[config.mk]
export PLATFORM = sky130hd
export DESIGN_NAME = pe_credit_arbiter
export DESIGN_NICKNAME = d
export VERILOG_FILES = /design/src/rtl/pe_credit_arbiter.sv
export SDC_FILE = /design/constraint.sdc
export NUM_CORES = 1
export LEC_CHECK = 0
export ABC_AREA = 1
export CORE_ASPECT_RATIO = 1.4
export CORE_UTILIZATION = 30
export CTS_BUF_LIST = sky130_fd_sc_hd__clkbuf_8
export CTS_CLUSTER_SIZE = 16
export DETAILED_ROUTE_END_ITERATION = 12
export GPL_ROUTABILITY_DRIVEN = 0
export SLEW_MARGIN = 40
export SYNTH_ARGS = -nofsm -noshare
export SYNTH_HDL_FRONTEND = slang
export SYNTH_SLANG_ARGS = --single-unit
[constraint.sdc]
create_clock -name clk -period 3.24 [get_ports clk]
set_input_delay 0.486 -clock clk [delete_from_list [all_inputs] [get_ports clk]]
set_output_delay 0.486 -clock clk [all_outputs]
set_load 0.05 [all_outputs]
[src/rtl/pe_credit_arbiter.sv]
// rtl/pe_credit_arbiter.sv - credit-gated round-robin packet arbiter onto one output link
module pe_credit_arbiter #(
  parameter int N_REQ   = 4,
  parameter int DW      = 20,
  parameter int CREDITS = 7
) (
  input  logic               clk,
  input  logic               rst,
  input  logic [N_REQ-1:0]   req_valid,
  input  logic [N_REQ*DW-1:0] req_data,
  output logic [N_REQ-1:0]   req_ready,
  input  logic               ci,
  output logic [DW-1:0]      dataout,
  output logic               out_valid,
  output logic [N_REQ-1:0]   grant,
  output logic [2:0]         credits,
  output logic               credit_err
);

  localparam int PW = (N_REQ > 1) ? $clog2(N_REQ) : 1;
  localparam logic [2:0] CREDIT_MAX = 3'(CREDITS);

  typedef enum logic {IDLE = 1'b0, LOCKED = 1'b1} state_t;

  state_t          state, state_nxt;
  logic [PW-1:0]   rr_ptr, owner, winner, sel;
  logic            win_found, accept, tail, has_credit;
  logic [DW-1:0]   sel_data;
  logic [DW-1:0]   data_arr [N_REQ];

  // Next index after i, wrapping at N_REQ
  function automatic logic [PW-1:0] inc_mod(input logic [PW-1:0] i);
    if (i == PW'(N_REQ - 1)) return '0;
    return i + PW'(1);
  endfunction

  // base + k modulo N_REQ, k in 0..N_REQ-1
  function automatic logic [PW-1:0] add_mod(input logic [PW-1:0] base, input int k);
    int s;
    s = int'(base) + k;
    if (s >= N_REQ) s = s - N_REQ;
    return PW'(s);
  endfunction

  for (genvar g = 0; g < N_REQ; g++) begin : g_unpack
    assign data_arr[g] = req_data[g*DW +: DW];
  end

  // Round-robin search: first valid requester at or after rr_ptr
  always_comb begin
    win_found = 1'b0;
    winner    = rr_ptr;
    for (int k = 0; k < N_REQ; k++) begin
      if (!win_found && req_valid[add_mod(rr_ptr, k)]) begin
        win_found = 1'b1;
        winner    = add_mod(rr_ptr, k);
      end
    end
  end

  // Credit check uses the registered count only; a same-cycle ci does not help
  assign has_credit = (credits != 3'd0);
  assign sel        = (state == LOCKED) ? owner : winner;
  assign sel_data   = data_arr[sel];
  assign tail       = sel_data[DW-1];
  assign accept     = |(req_valid & req_ready);

  // State register
  always_ff @(posedge clk) begin
    if (rst) state <= IDLE;
    else     state <= state_nxt;
  end

  // Next state: lock on a non-tail head flit, unlock on the owner's tail flit
  always_comb begin
    state_nxt = state;
    if (accept) begin
      if (state == IDLE && !tail)       state_nxt = LOCKED;
      else if (state == LOCKED && tail) state_nxt = IDLE;
    end
  end

  // Ready outputs: only the winner (IDLE) or the owner (LOCKED), never during reset
  always_comb begin
    req_ready = '0;
    if (!rst && has_credit) begin
      if (state == LOCKED)  req_ready[owner]  = 1'b1;
      else if (win_found)   req_ready[winner] = 1'b1;
    end
  end

  // Owner, grant and round-robin pointer bookkeeping
  always_ff @(posedge clk) begin
    if (rst) begin
      rr_ptr <= '0;
      owner  <= '0;
      grant  <= '0;
    end else if (accept) begin
      if (state == IDLE) begin
        if (tail) begin
          rr_ptr <= inc_mod(winner);
        end else begin
          owner <= winner;
          grant <= N_REQ'(1) << winner;
        end
      end else if (tail) begin
        grant  <= '0;
        rr_ptr <= inc_mod(owner);
      end
    end
  end

  // Registered output flit; dataout holds when nothing was accepted
  always_ff @(posedge clk) begin
    if (rst) begin
      out_valid <= 1'b0;
      dataout   <= '0;
    end else begin
      out_valid <= accept;
      if (accept) dataout <= sel_data;
    end
  end

  // Credit counter with saturating return and sticky overflow flag
  always_ff @(posedge clk) begin
    if (rst) begin
      credits    <= CREDIT_MAX;
      credit_err <= 1'b0;
    end else begin
      case ({accept, ci})
        2'b10: credits <= credits - 3'd1;
        2'b01: begin
          if (credits == CREDIT_MAX) credit_err <= 1'b1;
          else                       credits    <= credits + 3'd1;
        end
        default: credits <= credits;
      endcase
    end
  end

endmodule

### After elaboration in Yosys (flattened, before gate mapping)

Cells that the tools add are included.

| word-level totals | value |
|---|---|
| register bits | 34 |
| output and inout bits | 33 |

| operators by class | value |
|---|---|
| bitwise logic cells | 4 |
| equal/unequal tests | 8 |
| order comparisons | 13 |
| reduce and logical (&&, ||, !) cells | 23 |
| $add $sub $neg | 11 |
| multiplexer cells | 55 |
| shifts and indexed selects | 1 |

Operators with widths:

| operator | count |
|---|---|
| $bmux W20 S2 | 1 |
| $mux W20 | 2 |
| $mux W2 | 16 |
| $mux W4 | 6 |
| $mux W1 | 22 |
| $lt A2 B3 Y1 const B | 6 |
| $ge A3 B3 Y1 const B | 4 |
| $bmux W1 S2 | 4 |
| $logic_and A1 B1 Y1 | 8 |
| $reduce_and A2 Y1 | 4 |
| $sub A2 B1 Y2 const B | 4 |
| $add A2 B2 Y3 const B | 2 |
| $eq A2 B2 Y1 const B | 3 |
| $pmux W3 S2 | 1 |
| $reduce_and A3 Y1 | 2 |
| $logic_not A1 Y1 | 5 |
| $add A2 B1 Y2 const B | 2 |
| $and A4 B4 Y4 | 1 |
| $demux W1 S2 | 2 |
| $ge A2 B1 Y1 const B | 2 |
| $ne A2 B2 Y1 const B | 2 |
| $reduce_bool A2 Y1 | 2 |
| $reduce_or A4 Y1 | 1 |
| $shl A1 B2 Y4 const A | 1 |
| other kinds (11) | 12 |

### Logic depth before layout (Yosys ltp)

Gate-level depths: netlist (run 1).

| depth | value |
|---|---|
| depth after elaboration | 28 |
| gate-level depth with buffers | 27 |
| gate-level depth less buffers | 27 |

### Least setup slack after synthesis (run 1)

Ideal clock, no wire load.

| timing | value |
|---|---|
| path kind | input port to flip-flop |
| start point | input req_valid[2] |
| end point | register credits[2] |
| path slack | 0.299 ns |
| stages | 26 |
| setup time | 0.130 ns |
| data arrival time | 2.811 ns |
| cells stage by stage | inv_1 nand2_1 nand3_1 nand2_1 inv_1 nand2_1 nand2_1 nand2_1 nand2_1 nand2_1 nand2_1 nand2_1 inv_1 ha_1 inv_1 nor2_1 nand2_1 nand2_1 nand3_1 nand2_1 nor2_4 nand2_1 fa_1 nand3b_1 nand4_1 nand3_1 |

| on the way | value |
|---|---|
| longest elaborated chain between the ends | 24 |
| elaborated cells on any way between the ends | 38 |
| those cells by class | order compare: 2; eq/ne: 3; mux: 22; bitwise: 1; reduce/logical: 10 |

Ends and longest elaborated chain:

| element | line | text |
|---|---|---|
| start: declaration | 9 | `input logic [N_REQ-1:0] req_valid,` |
| $bmux W1 S2 | 54 | `if (!win_found && req_valid[add_mod(rr_ptr, k)]) begin` |
| $mux W1 (implied by the code) | 54 |  |
| $mux W1 | 54 |  |
| $logic_not A1 Y1 | 54 |  |
| $logic_and A1 B1 Y1 | 54 |  |
| $mux W1 | 54 |  |
| $logic_not A1 Y1 | 54 |  |
| $logic_and A1 B1 Y1 | 54 |  |
| [4 not listed] | - |  |
| net winner[1] | 26 | `logic [PW-1:0] rr_ptr, owner, winner, sel;` |
| [4 not listed] | - |  |
| $mux W4 * | 88 | `else if (win_found) req_ready[winner] = 1'b1;` |
| $mux W4 * | 87 | `if (state == LOCKED) req_ready[owner] = 1'b1;` |
| $mux W4 * | 86 | `if (!rst && has_credit) begin` |
| $and A4 B4 Y4 * | 66 | `assign accept = \|(req_valid & req_ready);` |
| $reduce_or A4 Y1 * | 66 |  |
| $eq A2 B1 Y1 / $eq A2 B2 Y1 (equally long branches) | 130 | `case ({accept, ci})` |
| $ne A2 B2 Y1 (no source line) / $reduce_bool A2 Y1 (equally long branches) | - |  |
| $reduce_and A2 Y1 (no source line) | - |  |
| end signal: assignment | 131 | `2'b10: credits <= credits - 3'd1;` |
| end signal: assignment | 134 | `else credits <= credits + 3'd1;` |
| end signal: assignment | 136 | `default: credits <= credits;` |
| end: declaration | 16 | `output logic [2:0] credits,` |

Mark *: on every way through the listed nets, which the timed path passes. The rest lies on a longest branch. The select of a mux whose other input is x is not followed.
A chain may end at the register's enable or synchronous reset.

### Worst setup path after layout (run 1)

| timing | value |
|---|---|
| start point | register rr_ptr[0] |
| end point | output req_ready[3] |

| on the way | value |
|---|---|
| longest elaborated chain between the ends | 21 |
| elaborated cells on any way between the ends | 45 |
| those cells by class | add/sub: 7; order compare: 6; mux: 25; reduce/logical: 7 |

Ends and longest elaborated chain:

| element | line | text |
|---|---|---|
| start: declaration | 26 |  |
| start signal: assignment | 101 | `rr_ptr <= inc_mod(winner);` |
| start signal: assignment | 108 | `rr_ptr <= inc_mod(owner);` |
| parallel branches: the longest is 13 deep, another holds $add A2 B1 Y3 | - |  |
| $mux W2 * | 54 |  |
| net winner[0] | 26 |  |
| $lt A2 B3 Y1 (implied by the code) / $ge A2 B1 Y1 (equally long branches) | 88 |  |
| $logic_and A1 B1 Y1 (implied by the code) | 88 |  |
| $mux W1 (implied by the code) | 88 |  |
| $demux W1 S2 * | 88 |  |
| $mux W4 * | 88 |  |
| $mux W4 * | 87 |  |
| $mux W4 * | 86 |  |
| end: declaration | 11 | `output logic [N_REQ-1:0] req_ready,` |

Mark *: on every way through the listed nets, which the timed path passes. The select of a mux whose other input is x is not followed.

==> results of run 1 <==
[layer usage]
metal / track usage, % / vias to the layer above / routed length [um]
met2: 34.8 / 102 / 4370
met3: 4.12 / 16 / 491
met1: 20.3 / 1412 / 3220
met5: 0 / - / 0
li1: - / 1670 / -
met4: 8.10 / 0 / 273
[worst paths after layout]
check	start	to	slack, ps	cells after the start
max	rr_ptr[0]$_SDFFE_PP0P_	req_ready[3]	150	15
min	dataout[19]$_SDFFE_PP0P_	dataout[19]$_SDFFE_PP0P_	460	2
min reg2reg	dataout[19]$_SDFFE_PP0P_	dataout[19]$_SDFFE_PP0P_	460	2
max reg2reg	rr_ptr[0]$_SDFFE_PP0P_	credits[2]$_SDFFE_PP1P_	160	22
[placed cells by master (no fill, tap or decap), types with 6 or more instances in the layout]
cell	count
nand2_1	113
clkdlybuf4s50_1	111
nor2_1	72
nand3_1	65
buf_4	36
dfxtp_1	32
inv_1	28
o21ai_0	23
nand2_2	22
nand2_4	9
ha_1	8
nand3_2	6
inv_2	6
a21oi_1	6
clkbuf_8	6
[synth_stat cells]
cell type  instances
a21oi_1            9
buf_2              6
buf_4              9
buf_6              1
clkbuf_1           5
clkinv_1           1
dfxtp_1           34
fa_1               1
ha_1               9
inv_1             30
inv_2              4
nand2_1          137
nand2_2            4
nand2_4            3
nand3_1           70
nand3_2            2
nand3b_1           1
nand4_1            3
nor2_1            73
nor2_2             1
nor2_4             2
o21a_1             1
o21ai_0           25
o21ai_1            4
o31ai_1            1
[area by class of cell]
type / instances / share of cell area [%]
timing repair buffer: 158 / 35.0
clock buffer: 6 / 1.87
clock inverter: 2 / 1.36
multi-input combinational: 346 / 40.2
inverter: 35 / 3.14
sequential: 34 / 15.6
tap: 102 / 2.89
[logic make-up (layout without fill, tap and decap cells)]
| family | after synthesis | in the layout | share of synthesized area, % |
|---|---|---|---|
| DFF | 34 | 34 | 26.7 |
| adders and majority gates | 10 | 10 | 5.20 |
| buffers and inverters | 56 | 201 | 10.2 |
| and+or+nand+nor | 296 | 296 | 49.9 |
| AOI/OAI and AO/OA | 40 | 40 | 8.05 |
[sequential cells by signal, summed over array words and instances, names as in the netlist]
signal and flops:
out_valid 1, grant 4, owner 2, credit_err 1, dataout 20, state 1, rr_ptr 2, credits 3
[through the flow]
stage / setup TNS, ps / hold WS [ps] / std cells / cell area, um^2
after floorplan: 0 / 497 / 436 / 2550
after global placement: -2120 / 457 / 669 / 4040
after detailed placement: -3230 / 461 / 669 / 4040
after CTS: 0 / 471 / 677 / 4200
after global routing: -120 / 488 / 683 / 4420
final: 0 / 464 / 683 / 4420
[critical path, cell delays in order, from the launching register on]
cell and delay (ps):
dfxtp_4 390, buf_8 150, o21ai_0 310, o21ai_2 140, nand3_4 130, inv_2 50
nand2_2 70, nand2_4 70, inv_2 80, ha_1 150, inv_1 40, nor2_1 120
nand2_1 90, buf_4 130, a21oi_1 220, buf_12 170
[repair_timing]
item | CTS | global route
pin swaps | 2 | 18
resized for setup | 11 | 53
cloned | 0 | 0
setup buffers | 0 | 7
endpoints found under the setup margin | 5 | 35
==> results.md, run 1 <==
* Status: finished clean
* HP Class: register to register
* CP arrival at 2600 ps
* CTS H-tree depth at 2
* Pre-CTS WS at -349 ps
* Clock Skew at 5.97 ps
* # rows at 39
* Area of the multi-input gates at 1780 um^2
* Routed via count at 3,200
* Clock Latency Late Sink at 280 ps
* Area Overhead vs Synth at 73.3%
* Max cap viols at 0
* Final Util at 53.9%
* Die width at 79.9 um
* Storage element area at 688 um^2
* DR iter-0 viols at 115
* RSZ-0062 raised after global routing: yes
* Largest net degree at the start of global routing at 40
* Worst EP required at 2750 ps
* Startpoint Class: register
* Clk root buf: clkbuf_8
* Setup Viol. Count Final at 0
* Synth top area cells: dfxtp_1, nand2_1, nand3_1, nor2_1, o21ai_0
* Fmax at 324 MHz
* DRC errors left at 0
* Min Tclk post-route at 3090 ps
* Nets at 677
* Crit share post-route at 95.2%
* Buffers on Ports at 119
* Starting Density at 31.1%
* Post-Syn Area per Cell at 5.85 um^2
* Fill count at 845
* Tightest Pin Transition at 653 ps
* Crit end category: output pin
* Die Y at 111 um
* Core outline area at 8200 um^2
* Worst setup margin at 154 ps
* Via-per-instance ratio at 4.69
* Final HPWL DP at 6310 um
* Number of I/O pins at 120
* TritonCTS sink count at 34
* Yosys top cell area share at 26.7%
* ANT cells at 0
* TritonCTS clock tree: done
* All-Layer GR Usage at 19.0%
* Layout cells sized above 1 at 18.6%
* Die footprint at 8880 um^2
* Routed Antenna Nets at 0
* Final Max Tran Viols at 0
* Number of distinct library cells after synthesis at 25
* CTS buffer count at 5
* Synthesis-stage register bit count at 34
* Overflow after GRT at 0
* Setup Crit Path Kind: register to output pin
* Synth warn at 0
* Seq/Total Area, Yosys at 26.7%
* Hold-fix buffers, CTS at 0
* Final hold viol count at 0
* Mapped Cells at 436
* Worst Path Max Fanout at 8
* Clock buffer depth at 2
* Clock-pin slew on the worst setup and hold paths at 70 ps
* First-pass GRT wire length at 13,600 um
* Vias in the first global route at 3,129
* Area leader, netlist: dfxtp_1
* Max transition margin at 56.2%
* Syn_nets at 533
* Total wire length at 8360 um
* First drt pass iteration count at 4
* DR WL/cell at 12.2 um
* Post-synthesis cell area at 2550 um^2
* Initial antenna violation count at 0
Power of run 1 is left out: the tool's default activity adds up to more than one toggle a clock period on the data nets, which glitch-free logic cannot reach.
==> inputs of run 2 (changes only) <==
Settings changed: ABC_CLOCK_PERIOD_IN_PS from default to 3240, SETUP_SLACK_MARGIN from default to 0.5.
==> run 2 against run 1 <==
Final cell count grew 2.3%. Maximum frequency grew 1.9%. Count of clock-buffer cells in the layout is the same. Wire length grew 7.0%. Clock skew grew 4.8 ps. Flip-flop and latch count is the same. Worst hold slack gained 9.1 ps. Global-route usage grew 0.92 points. Critical path depth grew 3. Final area grew 7.8%. Highest routed layer unchanged. Non-clock buffer count grew 17. Sequential share of layout area shrank 1.1 points.
==> results.md, run 2 (synthesis gave the netlist of run 1 again) <==
* Worst EP required at 2750 ps
* GR peak layer: met2
* Crit share post-route at 93.4%
* Cell family with most CP delay: simple AND/OR/NAND/NOR gates
* DRC errors left at 0
* Total wire length at 8940 um
* Clock Skew at 10.8 ps
* Slowest cell on the critical path: dfxtp_4
* Die footprint at 8880 um^2
* RSZ-0062 raised after global routing: yes
* Initial antenna violation count at 0
* Clock-pin slew on the worst setup and hold paths at 70 ps
* Crit-path cells: buf_8, nand2_4, nand2_4, nand2_4, nand2_4, nor2_4, nand4_1, nand2_2, nand2_2, nand2_4, buf_6, ha_4, inv_2, nor2_4, nand2_2, buf_4, a21oi_4, buf_12
* Via-per-instance ratio at 4.70
* DR iter-0 viols at 105
* CTS H-tree depth at 2
* Largest register FFs at 20
* Min Tclk post-route at 3030 ps
* Startpoint Class: register
* First drt pass iteration count at 5
* Worst Path Max Fanout at 8
* Max transition margin at 50.7%
* Status: finished clean
* Clk root buf: clkbuf_8
* Hold-fix buffers, CTS at 0
* Largest regs: dataout x20, grant x4, credits x3
* Setup Crit Path Kind: register to output pin
* Crit-path max cell delay at 370 ps
* HP Class: register to register
* Grt met2 use at 36.2%
* Buffers on Ports at 119
* Cell total after placement at 669
* Most flops, register: dataout
* Die Y at 111 um
* FF-to-FF path depth at 25
* Largest net degree at the start of global routing at 39
* DR WL/cell at 12.8 um
* Final hold viol count at 0
* Clock Latency Late Sink at 290 ps
* CP arrival at 2540 ps
* Crit end category: output pin
* Vias in the first global route at 3,164
* Hold Crit Endpoint: dataout[16]$_SDFFE_PP0P_
* Commonest non-fill, non-tap cell in the layout: clkdlybuf4s50_1
* Most frequent cells in the layout: clkdlybuf4s50_1, nand2_1, nor2_1
* Hold Crit Depth at 2
* Tightest Pin Transition at 735 ps
* Met1 usage at 20.2%
* Area Overhead vs Synth at 86.8%
* Crit path buf inv count at 5
* R2R Setup Slk at 220 ps
* Met3 Usage GRT at 5.27%
* # rows at 39
* TritonCTS clock tree: done
* Number of I/O pins at 120
* Non-Filler Instances at 699
* Max cap viols at 0
* Post-route design area at 4760 um^2
* Final Max Tran Viols at 0
* Clock buffer depth at 2
* Fmax at 330 MHz
* First-pass GRT wire length at 14,100 um
* Fill count at 797
* Overflow after GRT at 0
* CTS buffer count at 5
* Area after DPL at 4050 um^2
* TritonCTS sink count at 34
* Final HPWL DP at 6210 um
* Core outline area at 8200 um^2
* R2r startpoint: rr_ptr[0]$_SDFFE_PP0P_
* Starting Density at 31.1%
* Layout cells sized above 1 at 26.0%
* ANT cells at 0
* Final Util at 58.1%
* Setup_tns at 0 ps
* Worst path most repeated cell: nand2_4
* Hold path start: dataout[16]$_SDFFE_PP0P_
* Nets at 694
* Routed Antenna Nets at 0
* R2R Path End: credits[2]$_SDFFE_PP1P_
* Routed via count at 3,284
* Setup Viol. Count Final at 0
* All-Layer GR Usage at 19.9%
* Die width at 79.9 um
-- run 2: cell count changes in the layout (fill, tap and decap cells not counted), moves of 4 or more --
cell / delta
nand2_1: -5
nor2_1: -8
nand3_2: +5
nand3_1: -5
inv_1: -4
nor2_2: +4
buf_4: +8
nor2_4: +4
-- run 2: area by class of cell --
class | instances | area (um^2) | share of cell area [%]
multi-input cells | 346 | 1910 | 40.2
clock inverters | 1 | 30.0 | 0.631
inverters | 35 | 143 | 3.00
flip-flops and latches | 34 | 688 | 14.5
repair buffers | 175 | 1780 | 37.3
clock buffers | 6 | 82.6 | 1.73
well taps | 102 | 128 | 2.68
-- run 2: how the worst max path moves through the flow --
stage | startpoint | endpoint | slack (ps) | cells past startpoint
3_3_place_gp | req_valid[2] | credits[2]$_SDFFE_PP1P_ | -350 | 23
3_5_place_dp | req_valid[3] | credits[2]$_SDFFE_PP1P_ | -460 | 27
5_1_grt | rr_ptr[0]$_SDFFE_PP0P_ | credits[2]$_SDFFE_PP1P_ | 70 | 25
6_report | rr_ptr[0]$_SDFFE_PP0P_ | req_ready[1] | 210 | 18
2_1_floorplan | rr_ptr[0]$_SDFFE_PP0P_ | req_ready[3] | 350 | 18
4_1_cts | rr_ptr[0]$_SDFFE_PP0P_ | req_ready[2] | 300 | 19
-- run 2: worst register-to-register path, cell delays in order (launching register included) --
cell and delay, ps:
dfxtp_4 370, buf_8 150, nand2_4 70, nand2_4 60
nand2_4 60, nand2_4 80, nor2_4 160, nand3_2 100
nand2_2 80, nand2_2 50, nand2_2 80, nand2_4 70
buf_6 120, ha_4 150, inv_2 60, nor2_4 40
nand2_2 100, nand2_2 50, nand3_2 90, nand2_2 70
nor2_4 100, nand2_2 80, fa_2 360, nand3b_1 190
nand4_1 110, nand3_1 60
-- run 2: timing repair --
action                                  4_1_cts  5_1_grt
endpoints found under the setup margin       38       38
gates resized for setup                      61       54
pin swaps                                    27       27
gates cloned                                  2        1
buffers inserted                             12        8
endpoints found under the hold margin         0        0
-- run 2: metal layers --
metal	vias to the layer above	part of all wire, %
met5	-	0
met1	1436	39
met2	124	51
met4	0	3.2
li1	1706	-
met3	18	6.7
-- run 2: stage by stage --
stage          setup slack, ps  hold slack, ps
5_1_grt                   65.9             498
2_1_floorplan              348             497
3_3_place_gp              -353             457
4_1_cts                    304             480
3_5_place_dp              -455             465
6_report                   213             473
Power of run 2 is left out for the same reason.
==> inputs of run 3 (changes only) <==
--- a/config.mk
+++ b/config.mk
@@ -10,3 +10,3 @@
 export CORE_ASPECT_RATIO = 1.4
-export CORE_UTILIZATION = 30
+export CORE_UTILIZATION = 43
 export CTS_BUF_LIST = sky130_fd_sc_hd__clkbuf_8
@@ -14,3 +14,3 @@
 export DETAILED_ROUTE_END_ITERATION = 12
-export GPL_ROUTABILITY_DRIVEN = 0
+export PLACE_DENSITY = 0.83
 export SETUP_SLACK_MARGIN = 0.5
==> constraint.sdc (replaced) <==
create_clock -name clk -period 3.24 [get_ports clk]
set_input_delay 0.648 -clock clk [delete_from_list [all_inputs] [get_ports clk]]
set_output_delay 0.648 -clock clk [all_outputs]
set_load 0.05 [all_outputs]
==> run 3 against run 2 <==
The run now ends with setup timing left. Non-clock buffer count is 11 higher. Worst hold slack worse by 0.58 ps. Count of clock-buffer cells in the layout is 1 lower. First-iteration DRC count grew to 3.5 times the previous value. Maximum frequency is 17% lower. Die area is 30% lower. Clock skew hardly changed. Critical path depth is 8 higher. Global-route usage is 11 points higher. Core utilization is 31 points higher. Final area is 5.4% higher. Critical endpoint is now credits[2]$_SDFFE_PP1P_.
==> results.md, run 3 (synthesis gave the netlist of run 1 again) <==
* CP arrival at 3820 ps
* CTS H-tree depth at 2
* Most frequent cells in the layout: clkdlybuf4s50_1, nand2_1, nor2_1
* All-Layer GR Usage at 30.6%
* Setup Viol. Count Final at 23
* Clock-pin slew on the worst setup and hold paths at 80 ps
* Met3 Usage GRT at 6.95%
* TritonCTS clock tree: done
* First drt pass iteration count at 6
* Fmax at 274 MHz
* Largest register FFs at 20
* Most flops, register: dataout
* Clk root buf: clkbuf_8
* Failing checks: setup timing
* Starting Density at 45.5%
* Pre-CTS WS at -472 ps
* Nets at 705
* Grt met2 use at 55.3%
* Area Overhead vs Synth at 96.9%
* RSZ-0062 raised after global routing: yes
* ANT cells at 0
* Routed Antenna Nets at 0
* Met1 usage at 31.5%
* Die width at 67.1 um
* Hold-fix buffers, CTS at 0
* Max cap viols at 0
* Core outline area at 5610 um^2
* Worst Path Max Fanout at 7
* Clock Skew at 11.3 ps
* Worst setup margin at -407 ps
* Via-per-instance ratio at 5.66
* Clock Latency Late Sink at 290 ps
* Startpoint Class: register
* Fill count at 268
* Clock buffer depth at 2
* Min Tclk post-route at 3650 ps
* Die footprint at 6250 um^2
* DR iter-0 viols at 366
* Final Max Tran Viols at 0
* Tightest Pin Transition at 637 ps
* Die Y at 93.1 um
* HP Class: register to register
* Status: finished with violations
* First-pass GRT wire length at 14,800 um
* Vias in the first global route at 3,409
* Setup Crit Path Kind: register to register
* Final HPWL DP at 6190 um
* Final Util at 89.6%
* Crit share post-route at 113%
* Hold_ws at 473 ps
* Crit end category: register
* DR WL/cell at 18.9 um
* Final hold viol count at 0
* Overflow after GRT at 0
* Routed via count at 3,835
* TritonCTS sink count at 34
* Layout cells sized above 1 at 31.4%
* Largest net degree at the start of global routing at 39
* Total wire length at 12,800 um
* Number of I/O pins at 120
* Initial antenna violation count at 0
* Largest regs: dataout x20, grant x4, credits x3
* GPL Wtd Cong at 0.852
* GR peak layer: met2
* Buffers on Ports at 119
* CTS buffer count at 5
* Worst EP required at 3410 ps
* Commonest non-fill, non-tap cell in the layout: clkdlybuf4s50_1
* Max transition margin at 57.5%
* # rows at 32
* DRC errors left at 0
==> run 3: worst paths after layout <==
check	startpoint	end	slack, ps	cells after the start
hold / removal	dataout[4]$_SDFFE_PP0P_	dataout[4]$_SDFFE_PP0P_	470	2
setup / recovery	rr_ptr[0]$_SDFFE_PP0P_	credits[2]$_SDFFE_PP1P_	-410	26
setup reg to reg	rr_ptr[0]$_SDFFE_PP0P_	credits[2]$_SDFFE_PP1P_	-410	26
hold reg to reg	dataout[4]$_SDFFE_PP0P_	dataout[4]$_SDFFE_PP0P_	470	2
==> run 3: through the flow <==
| step | instance area (um^2) | cells | setup TNS [ps] |
|---|---|---|---|
| floorplan | 2630 | 436 | 0 |
| global placement | 4080 | 634 | -7610 |
| detailed placement | 4080 | 634 | -10630 |
| CTS | 4550 | 663 | 0 |
| global route | 5020 | 677 | -7210 |
| finish | 5020 | 677 | -3430 |
==> run 3: per-layer routing <==
metal	up-vias	wire length [um]	share of wire, %
met3	69	1230	9.6
met5	-	0	0
met2	267	6520	51
met1	1768	4330	34
met4	0	757	5.9
li1	1731	-	-
==> run 3: critical path, cell delays in order, from the launching register on <==
cell,delay (ps)
dfxtp_4,380
buf_8,150
nand2_4,80
nand2_4,70
nand2_4,70
nand2_4,70
nor2_4,200
nand3_2,90
nand2_1,100
nand2_2,120
nand2_4,120
nand2_4,70
buf_6,130
ha_4,180
inv_4,90
nor2_4,60
nand2_2,130
buf_6,100
nand2_2,50
nand3_2,100
nand2_2,70
nor2_4,110
nand2_2,80
fa_2,400
nand3b_1,220
nand4_1,180
nand3_1,110
==> run 3: timing repair <==
action / in CTS / in global routing
gates cloned: 0 / 1
setup endpoints to repair: 38 / 38
pin swaps: 20 / 51
resized for setup: 70 / 94
buffers inserted: 21 / 13
==> run 3: cell type report <==
cell class | instances | area [um^2] | share of cell area, %
multi-input combinational | 346 | 2090 | 41.6
timing repair buffer | 186 | 1870 | 37.3
sequential | 34 | 688 | 13.7
inverter | 35 | 149 | 2.97
tap | 68 | 85.1 | 1.69
clock buffer | 5 | 68.8 | 1.37
clock inverter | 3 | 68.8 | 1.37
Power of run 3 is left out for the same reason.
